**config.mk**
```make
export PLATFORM = sky130hd
export DESIGN_NAME = mux_nto1_rr_flat
export DESIGN_NICKNAME = d
export VERILOG_FILES = /design/src/rtl/mux_nto1_rr_if.sv /design/src/rtl/mux_nto1_rr.sv /design/src/flat_wrapper.sv
export SDC_FILE = /design/constraint.sdc
export NUM_CORES = 1
export LEC_CHECK = 0
export CAP_MARGIN = 20
export CELL_PAD_IN_SITES_DETAIL_PLACEMENT = 1
export CELL_PAD_IN_SITES_GLOBAL_PLACEMENT = 1
export CORE_AREA = 2 2 228 230
export CTS_CLUSTER_DIAMETER = 30
export DETAILED_ROUTE_END_ITERATION = 16
export DIE_AREA = 0 0 230 232
export PLACE_DENSITY = 0.68
export SLEW_MARGIN = 20
export SYNTH_ARGS = -nofsm -noshare
export SYNTH_HDL_FRONTEND = slang
export SYNTH_SLANG_ARGS = --single-unit
export TNS_END_PERCENT = 1
```
**constraint.sdc**
```tcl
create_clock -name clk -period 6.3 [get_ports clk]
set_input_delay 1.575 -clock clk [delete_from_list [all_inputs] [get_ports clk]]
set_output_delay 1.575 -clock clk [all_outputs]
set_load 0.03 [all_outputs]
```
**src/rtl/mux_nto1_rr_if.sv**
```systemverilog
// Channel, handshake and output bus of the N-to-1 registered selector.
// The master side drives requests, data, select and out_ready; the slave side is the mux.
interface mux_nto1_rr_if #(
  parameter int unsigned WIDTH = 32,
  parameter int unsigned SELW  = 4
);
  localparam int unsigned N = 1 << SELW;

  logic                 mode;
  logic [SELW-1:0]      sel;
  logic [N-1:0]         req;
  logic [N*WIDTH-1:0]   d;
  logic [N-1:0]         grant;
  logic                 out_valid;
  logic                 out_ready;
  logic [WIDTH-1:0]     y;
  logic [SELW-1:0]      y_idx;

  modport master (
    output mode, sel, req, d, out_ready,
    input  grant, out_valid, y, y_idx
  );

  modport slave (
    input  mode, sel, req, d, out_ready,
    output grant, out_valid, y, y_idx
  );
endinterface

```
**src/rtl/mux_nto1_rr.sv**
```systemverilog
// N-to-1 selector with registered output, valid/ready handshake, direct or round-robin selection.
// Optional MUX_LOCK_EN adds a lock input that holds round-robin priority on the granted channel.
module mux_nto1_rr #(
  parameter int unsigned WIDTH = 32,
  parameter int unsigned SELW  = 4
) (
  input logic          clk,
  input logic          reset,
`ifdef MUX_LOCK_EN
  input logic          lock,
`endif
  mux_nto1_rr_if.slave bus
);
  localparam int unsigned N = 1 << SELW;

  logic [WIDTH-1:0] r_y;
  logic [SELW-1:0]  r_y_idx;
  logic             r_out_valid;
  logic [SELW-1:0]  r_ptr;

  logic [WIDTH-1:0] w_ch [N];
  logic             w_load_ok;
  logic             w_rr_found;
  logic [SELW-1:0]  w_rr_idx;
  logic [SELW-1:0]  w_scan;
  logic [SELW-1:0]  w_cand;
  logic             w_cand_req;
  logic             w_capture;
  logic [N-1:0]     w_grant;
  logic [SELW-1:0]  w_ptr_next;
  logic             w_hold_ptr;

  always_comb begin
    for (int i = 0; i < int'(N); i++) begin
      w_ch[i] = bus.d[i*WIDTH +: WIDTH];
    end
  end

  assign w_load_ok = !r_out_valid || bus.out_ready;

  // Scan from the far end back toward ptr so the closest requester after ptr wins.
  always_comb begin
    w_rr_found = 1'b0;
    w_rr_idx   = '0;
    w_scan     = '0;
    for (int k = int'(N) - 1; k >= 0; k--) begin
      w_scan = r_ptr + SELW'(k);
      if (bus.req[w_scan]) begin
        w_rr_found = 1'b1;
        w_rr_idx   = w_scan;
      end
    end
  end

  always_comb begin
    w_cand     = bus.sel;
    w_cand_req = bus.req[bus.sel];
    if (bus.mode) begin
      w_cand     = w_rr_idx;
      w_cand_req = w_rr_found;
    end
  end

  assign w_capture = !reset && w_load_ok && w_cand_req;
  assign w_grant   = w_capture ? (N'(1) << w_cand) : '0;

`ifdef MUX_LOCK_EN
  assign w_hold_ptr = lock;
`else
  assign w_hold_ptr = 1'b0;
`endif

  always_comb begin
    w_ptr_next = r_ptr;
    if (w_capture && bus.mode) begin
      w_ptr_next = w_hold_ptr ? w_cand : w_cand + SELW'(1);
    end
  end

  always_ff @(posedge clk) begin
    if (reset) begin
      r_y         <= '0;
      r_y_idx     <= '0;
      r_out_valid <= 1'b0;
      r_ptr       <= '0;
    end else begin
      r_ptr <= w_ptr_next;
      if (w_capture) begin
        r_y         <= w_ch[w_cand];
        r_y_idx     <= w_cand;
        r_out_valid <= 1'b1;
      end else if (r_out_valid && bus.out_ready) begin
        r_out_valid <= 1'b0;
      end
    end
  end

  assign bus.grant     = w_grant;
  assign bus.out_valid = r_out_valid;
  assign bus.y         = r_y;
  assign bus.y_idx     = r_y_idx;

  a_grant_onehot: assert property (@(posedge clk) $onehot0(w_grant));
  a_grant_gated:  assert property (@(posedge clk) !w_load_ok |-> (w_grant == '0));
  a_hold_stable:  assert property (@(posedge clk) disable iff (reset)
                                   (r_out_valid && !bus.out_ready) |=> $stable(r_y));

endmodule
```
**src/flat_wrapper.sv**
```systemverilog
// flat-port wrapper written by rule: the top's interface ports become plain ports
module mux_nto1_rr_flat 
#(
  parameter int unsigned WIDTH = 32,
  parameter int unsigned SELW  = 4
)
  (clk, reset, bus_mode, bus_sel, bus_req, bus_d, bus_out_ready, bus_grant, bus_out_valid, bus_y, bus_y_idx);
  mux_nto1_rr_if #(.WIDTH(WIDTH), .SELW(SELW)) bus_i ();
  input logic clk;
  input logic reset;
  input wire logic [$bits(bus_i.mode)-1:0] bus_mode;
  input wire logic [$bits(bus_i.sel)-1:0] bus_sel;
  input wire logic [$bits(bus_i.req)-1:0] bus_req;
  input wire logic [$bits(bus_i.d)-1:0] bus_d;
  input wire logic [$bits(bus_i.out_ready)-1:0] bus_out_ready;
  output wire logic [$bits(bus_i.grant)-1:0] bus_grant;
  output wire logic [$bits(bus_i.out_valid)-1:0] bus_out_valid;
  output wire logic [$bits(bus_i.y)-1:0] bus_y;
  output wire logic [$bits(bus_i.y_idx)-1:0] bus_y_idx;
  assign bus_i.mode = bus_mode;
  assign bus_i.sel = bus_sel;
  assign bus_i.req = bus_req;
  assign bus_i.d = bus_d;
  assign bus_i.out_ready = bus_out_ready;
  assign bus_grant = bus_i.grant;
  assign bus_out_valid = bus_i.out_valid;
  assign bus_y = bus_i.y;
  assign bus_y_idx = bus_i.y_idx;
  mux_nto1_rr #(.WIDTH(WIDTH), .SELW(SELW)) u_core (.clk(clk), .reset(reset), .bus(bus_i));
endmodule
```
Word level (Yosys, flattened, before mapping)
Index checks and enable logic that the tools add are counted.
- bits in registers: 41
- logic and storage cells: 122
- $add $sub $neg: 16
- $lt $le $gt $ge: 18
- shift-type cells: 1
- mux-type cells: 74
- bitwise logic cells: 1
- reductions and logical operators: 8
- operator list (kind ; number):
    $bmux W32 S4 ; 1
    $lt A4 B5 Y1 const B ; 17
    $bmux W1 S4 ; 17
    $mux W4 ; 17
    $mux W32 ; 2
    $mux W1 ; 36
    $add A4 B4 Y4 const B ; 8
    $add A4 B3 Y4 const B ; 4
    $mux W16 ; 1
    $shl A1 B4 Y16 const A ; 1
    $add A4 B1 Y4 const B ; 2
    $add A4 B2 Y4 const B ; 2
    $ge A5 B5 Y1 const B ; 1
    $not A4 Y5 ; 1
    $logic_and A1 B1 Y1 ; 4
    $logic_not A1 Y1 ; 2
    $reduce_bool A2 Y1 ; 1
    $logic_or A1 B1 Y1 ; 1

Longest topological paths before layout
- depth after elaboration: 24
- mapped depth: 21
- depth with buffers taken out: 14

Least setup slack after synthesis
Ideal clock, no wire load.
- path kind: input to output
- start: input port bus_req[13]
- end: output port bus_grant[11]
- arrival time: 5103 ps
- data required time: 4725 ps
- slack: -378 ps
- stages: 12
- path through: mux4_2 mux2i_1 o211ai_1 or3_1 a221o_1 a211o_1 a311o_1 buf_2 buf_2 buf_2 buf_1 nor3_1
- longest elaborated chain between the ends: 21
- elaborated cells on any way between the ends: 71
- ends and longest elaborated chain (what ; RTL line ; text):
    start: declaration ; flat_wrapper.sv:13 ; input wire logic [$bits(bus_i.req)-1:0] bus_req;
    $bmux W1 S4 ; mux_nto1_rr.sv:48 ; if (bus.req[w_scan]) begin
    $mux W1 (not written as such) ; mux_nto1_rr.sv:48 ;
    $mux W4 / $mux W1 (equally long branches) (16 in series) ; mux_nto1_rr.sv:48 ;
    $mux W4 / $mux W1 (equally long branches) ; mux_nto1_rr.sv:58 ; if (bus.mode) begin
    $shl A1 B4 Y16 / $logic_and A1 B1 Y1 (equally long branches) ; mux_nto1_rr.sv:65, mux_nto1_rr.sv:64 ;
    $mux W16 (*) ; mux_nto1_rr.sv:65 ; assign w_grant = w_capture ? (N'(1) << w_cand) : '0;
    end: declaration ; flat_wrapper.sv:16 ; output wire logic [$bits(bus_i.grant)-1:0] bus_grant;
Mark *: on every way between the ends. The rest lies on a longest branch, timed or not. The select of a mux whose other input is x is not followed.

Worst setup path in the final report
- start: input port bus_req[9]
- end: output port bus_grant[1]
The elaborated chain is that of the path after synthesis.

==> metrics.txt <==
Netlist cell types=77; layout cells sized above 1=20.6%; Rows=83; synth cell count leaders=mux2i_1, nand2_1, nand3_1; P&R area growth vs syn=86.6%; Total Power=0.00356 W; crit end category=primary output; CTS tree=yes; unrepaired setup endpoints after global routing=yes; Std-Cell Core Area=50900 um^2; failing checks=negative setup slack; chip height=232 um; Routed Wire Length=61500 um; CTS Root Cell=clkbuf_16; CTS Hold Bufs=0; Num CTS Buffers=5; Slew Limit Fails=0; H-Tree Depth=2; die area=53400 um^2; Power Density=209 nW/um^2; routed len/inst=25.0 um; Leak=6.82 nW; Clk pwr share=8.2%; Peak supply drop=211 uV; Internal Pwr Total=0.00186 W; Vias/cell=4.93; Worst EP required=4720 ps; share of the synthesized area in the top cell type=27.9%; vias in the first global route=12.8k; sequential fraction of the synthesis area=8.98%; CP Max Fanout=7; Routed Antenna Nets=0; #FFs+latches synth=41; Avg Cell Area, Syn=8.38 um^2; hold endpoint=u_core.bus.y[23]; slowest cell on the critical path=mux4_2; count leader, synth=mux2i_1; Placed Instances=2433; post-synth net total=1635; Layout Cells excl Fill=2456; DIE WIDTH=230 um; later-pin clock latency in the skew report=310 ps; RR Endpoint=u_core.bus.y[15]; Setup crit start kind=input pin; CP max stage delay=610 ps; gp weighted congestion=0.935; max-cap viol count=0; clk sinks=41; CP dominant cell by count=buf_4; final hold viol count=0; Reg2Reg Setup Slack=870 ps; Layout Nets=2318; pin count of the biggest net entering global routing=102; post-route minimum period=6360 ps; Worst R2R Start=u_core.r_ptr[0]; Total GRT Usage=22.0%; initial drt markers=646; Post-Synthesis Cells=1091; Comb pwr share=81.4%; Worst Hold Launch=u_core.bus.y[23]; worst rel slew slack=28.5%; GR Overflow Total=0; Post-synth EDFFs=0; setup_tns=-155 ps; Synth area leader=mux2i_1; first-pass GRT wire length=87200 um; Clock Skew=12.7 ps; I/O pin count=589; status=complete, but fails checks; Post-Syn Area=9140 um^2; Worst R2R Path Depth=15; sequential power share=10.4%; Final HPWL DP=52300 um; fraction of registers with async set/reset=0%; CTS Buffer Depth=2; Worst Slack Setup Final=-60.8 ps; DRC viols=0; Crit Path Category=input pin to primary output; Net Sw Frac=47.8%; YS warnings=0; Synth Flop Type=dfxtp_1; hold slack=475 ps; Setup-failing EPs final=5; Reg clk slew, reported paths=80 ps; measured slew at the worst slew-check pin=1070 ps; initial core utilization=18.0%; initial antenna violation count=6; CP Cell Sequence=buf_2 > mux4_2 > mux4_2 > buf_4 > or3_1 > a21oi_2 > nor4_4 > a311o_2 > nand2_1 > buf_4 > nor2_1 > buf_4; Critical Path AT=4790 ps; vias=12.1k; Fmax=157 MHz; period utilization=101%; Hold Crit Class=flop to flop; hold path depth=2; switching power total=0.00170 W; TritonRoute pass-1 iters=5; top cells by area, synth=mux2i_1, mux4_2, dfxtp_1, nand2_1, nand3_1; # port buffers=588
==> cell usage in the layout, fill, tap and decap left out, types with 17 or more instances in the layout <==
cell / synthesis / routed
inv_1: 34 / 34
o22ai_1: 27 / 27
dfxtp_1: 41 / 41
nand2b_1: 17 / 17
nor2_1: 46 / 36
clkdlybuf4s50_1: 0 / 556
a21oi_1: 24 / 18
nand4_1: 20 / 20
buf_4: 7 / 194
o21ai_0: 43 / 41
mux2i_1: 255 / 248
mux4_2: 49 / 49
nand3_1: 64 / 64
nand2_1: 93 / 90
==> final cells by class <==
class / count / area (um^2)
Timing Repair Buffer: 777 / 7310
Multi-Input combinational cell: 914 / 7790
Sequential cell: 41 / 821
Antenna cell: 1 / 2.50
Clock buffer: 6 / 139
Clock inverter: 2 / 13.8
Tap cell: 680 / 851
Inverter: 35 / 131
Fill cell: 5953 / 33800
==> worst max-delay path by stage <==
| stage | endpoint | cells past startpoint | from |
|---|---|---|---|
| CTS | bus_grant[7] | 13 | bus_req[5] |
| global route | bus_grant[7] | 12 | bus_req[9] |
| floorplan | bus_grant[10] | 13 | bus_req[13] |
| finish | bus_grant[1] | 12 | bus_req[9] |
| global placement | bus_grant[6] | 14 | bus_req[12] |
| detailed placement | bus_grant[6] | 13 | bus_req[12] |
==> flip-flops by register name, summed over array words and instances, names as in the netlist <==
| name | count |
|---|---|
| u_core.r_ptr | 4 |
| u_core.bus.out_valid | 1 |
| u_core.bus.y | 32 |
| u_core.bus.y_idx | 4 |
==> power by group through the flow <==
stage	clock network (W)	logic, W	registers, W
after detailed placement	0	0.00283	0.000377
after floorplan	0	0.00148	0.000500
after global placement	0	0.00282	0.000374
final	0.000292	0.00290	0.000371
after global routing	0.000315	0.00309	0.000379
after CTS	0.000305	0.00288	0.000372
==> cells by family (layout without fill, tap and decap cells) <==
kind of cell    Yosys count  after routing  synth area share (%)
compound gates          245            245                  20.5
other cells               0              1                     0
flops                    41             41                  8.98
simple gates            329            329                  18.0
buf+inv                 136            820                  8.38
xor+xnor                 15             15                  1.44
mux                     317            317                  41.6
fa+ha+maj                 8              8                  1.10
==> critical path: cells and delay by family <==
family / cells / cell delay [ps]
buffers and inverters: 4 / 680
AOI/OAI and AO/OA: 2 / 650
muxes: 2 / 1180
and+or+nand+nor: 4 / 690
==> what timing repair did <==
action,4_1_cts,5_1_grt
resized for setup,81,27
pin swaps,7,9
endpoints found under the setup margin,16,16
setup buffers,11,3
==> through the flow <==
step                      worst slack (ps)  cell area [um^2]  utilization (%)
after floorplan                      -33.3              9200                -
after global placement                -620             16700             32.8
after detailed placement              -578             16700             32.8
after CTS                             -105             17000             33.4
after global routing                  -140             17100             33.5
final                                -60.8             17100             33.5
==> routing by layer <==
| metal | share of wire (%) | global-route usage, % | vias to the layer above | routed length, um |
|---|---|---|---|---|
| li1 | - | - | 5645 | - |
| met1 | 40 | 26.3 | 5930 | 24700 |
| met2 | 51 | 39.4 | 459 | 31000 |
| met3 | 6.3 | 4.54 | 66 | 3880 |
| met4 | 2.8 | 6.29 | 10 | 1720 |
| met5 | 0.11 | 0 | - | 69 |
No activity file was read; power rests on OpenSTA's default activity.
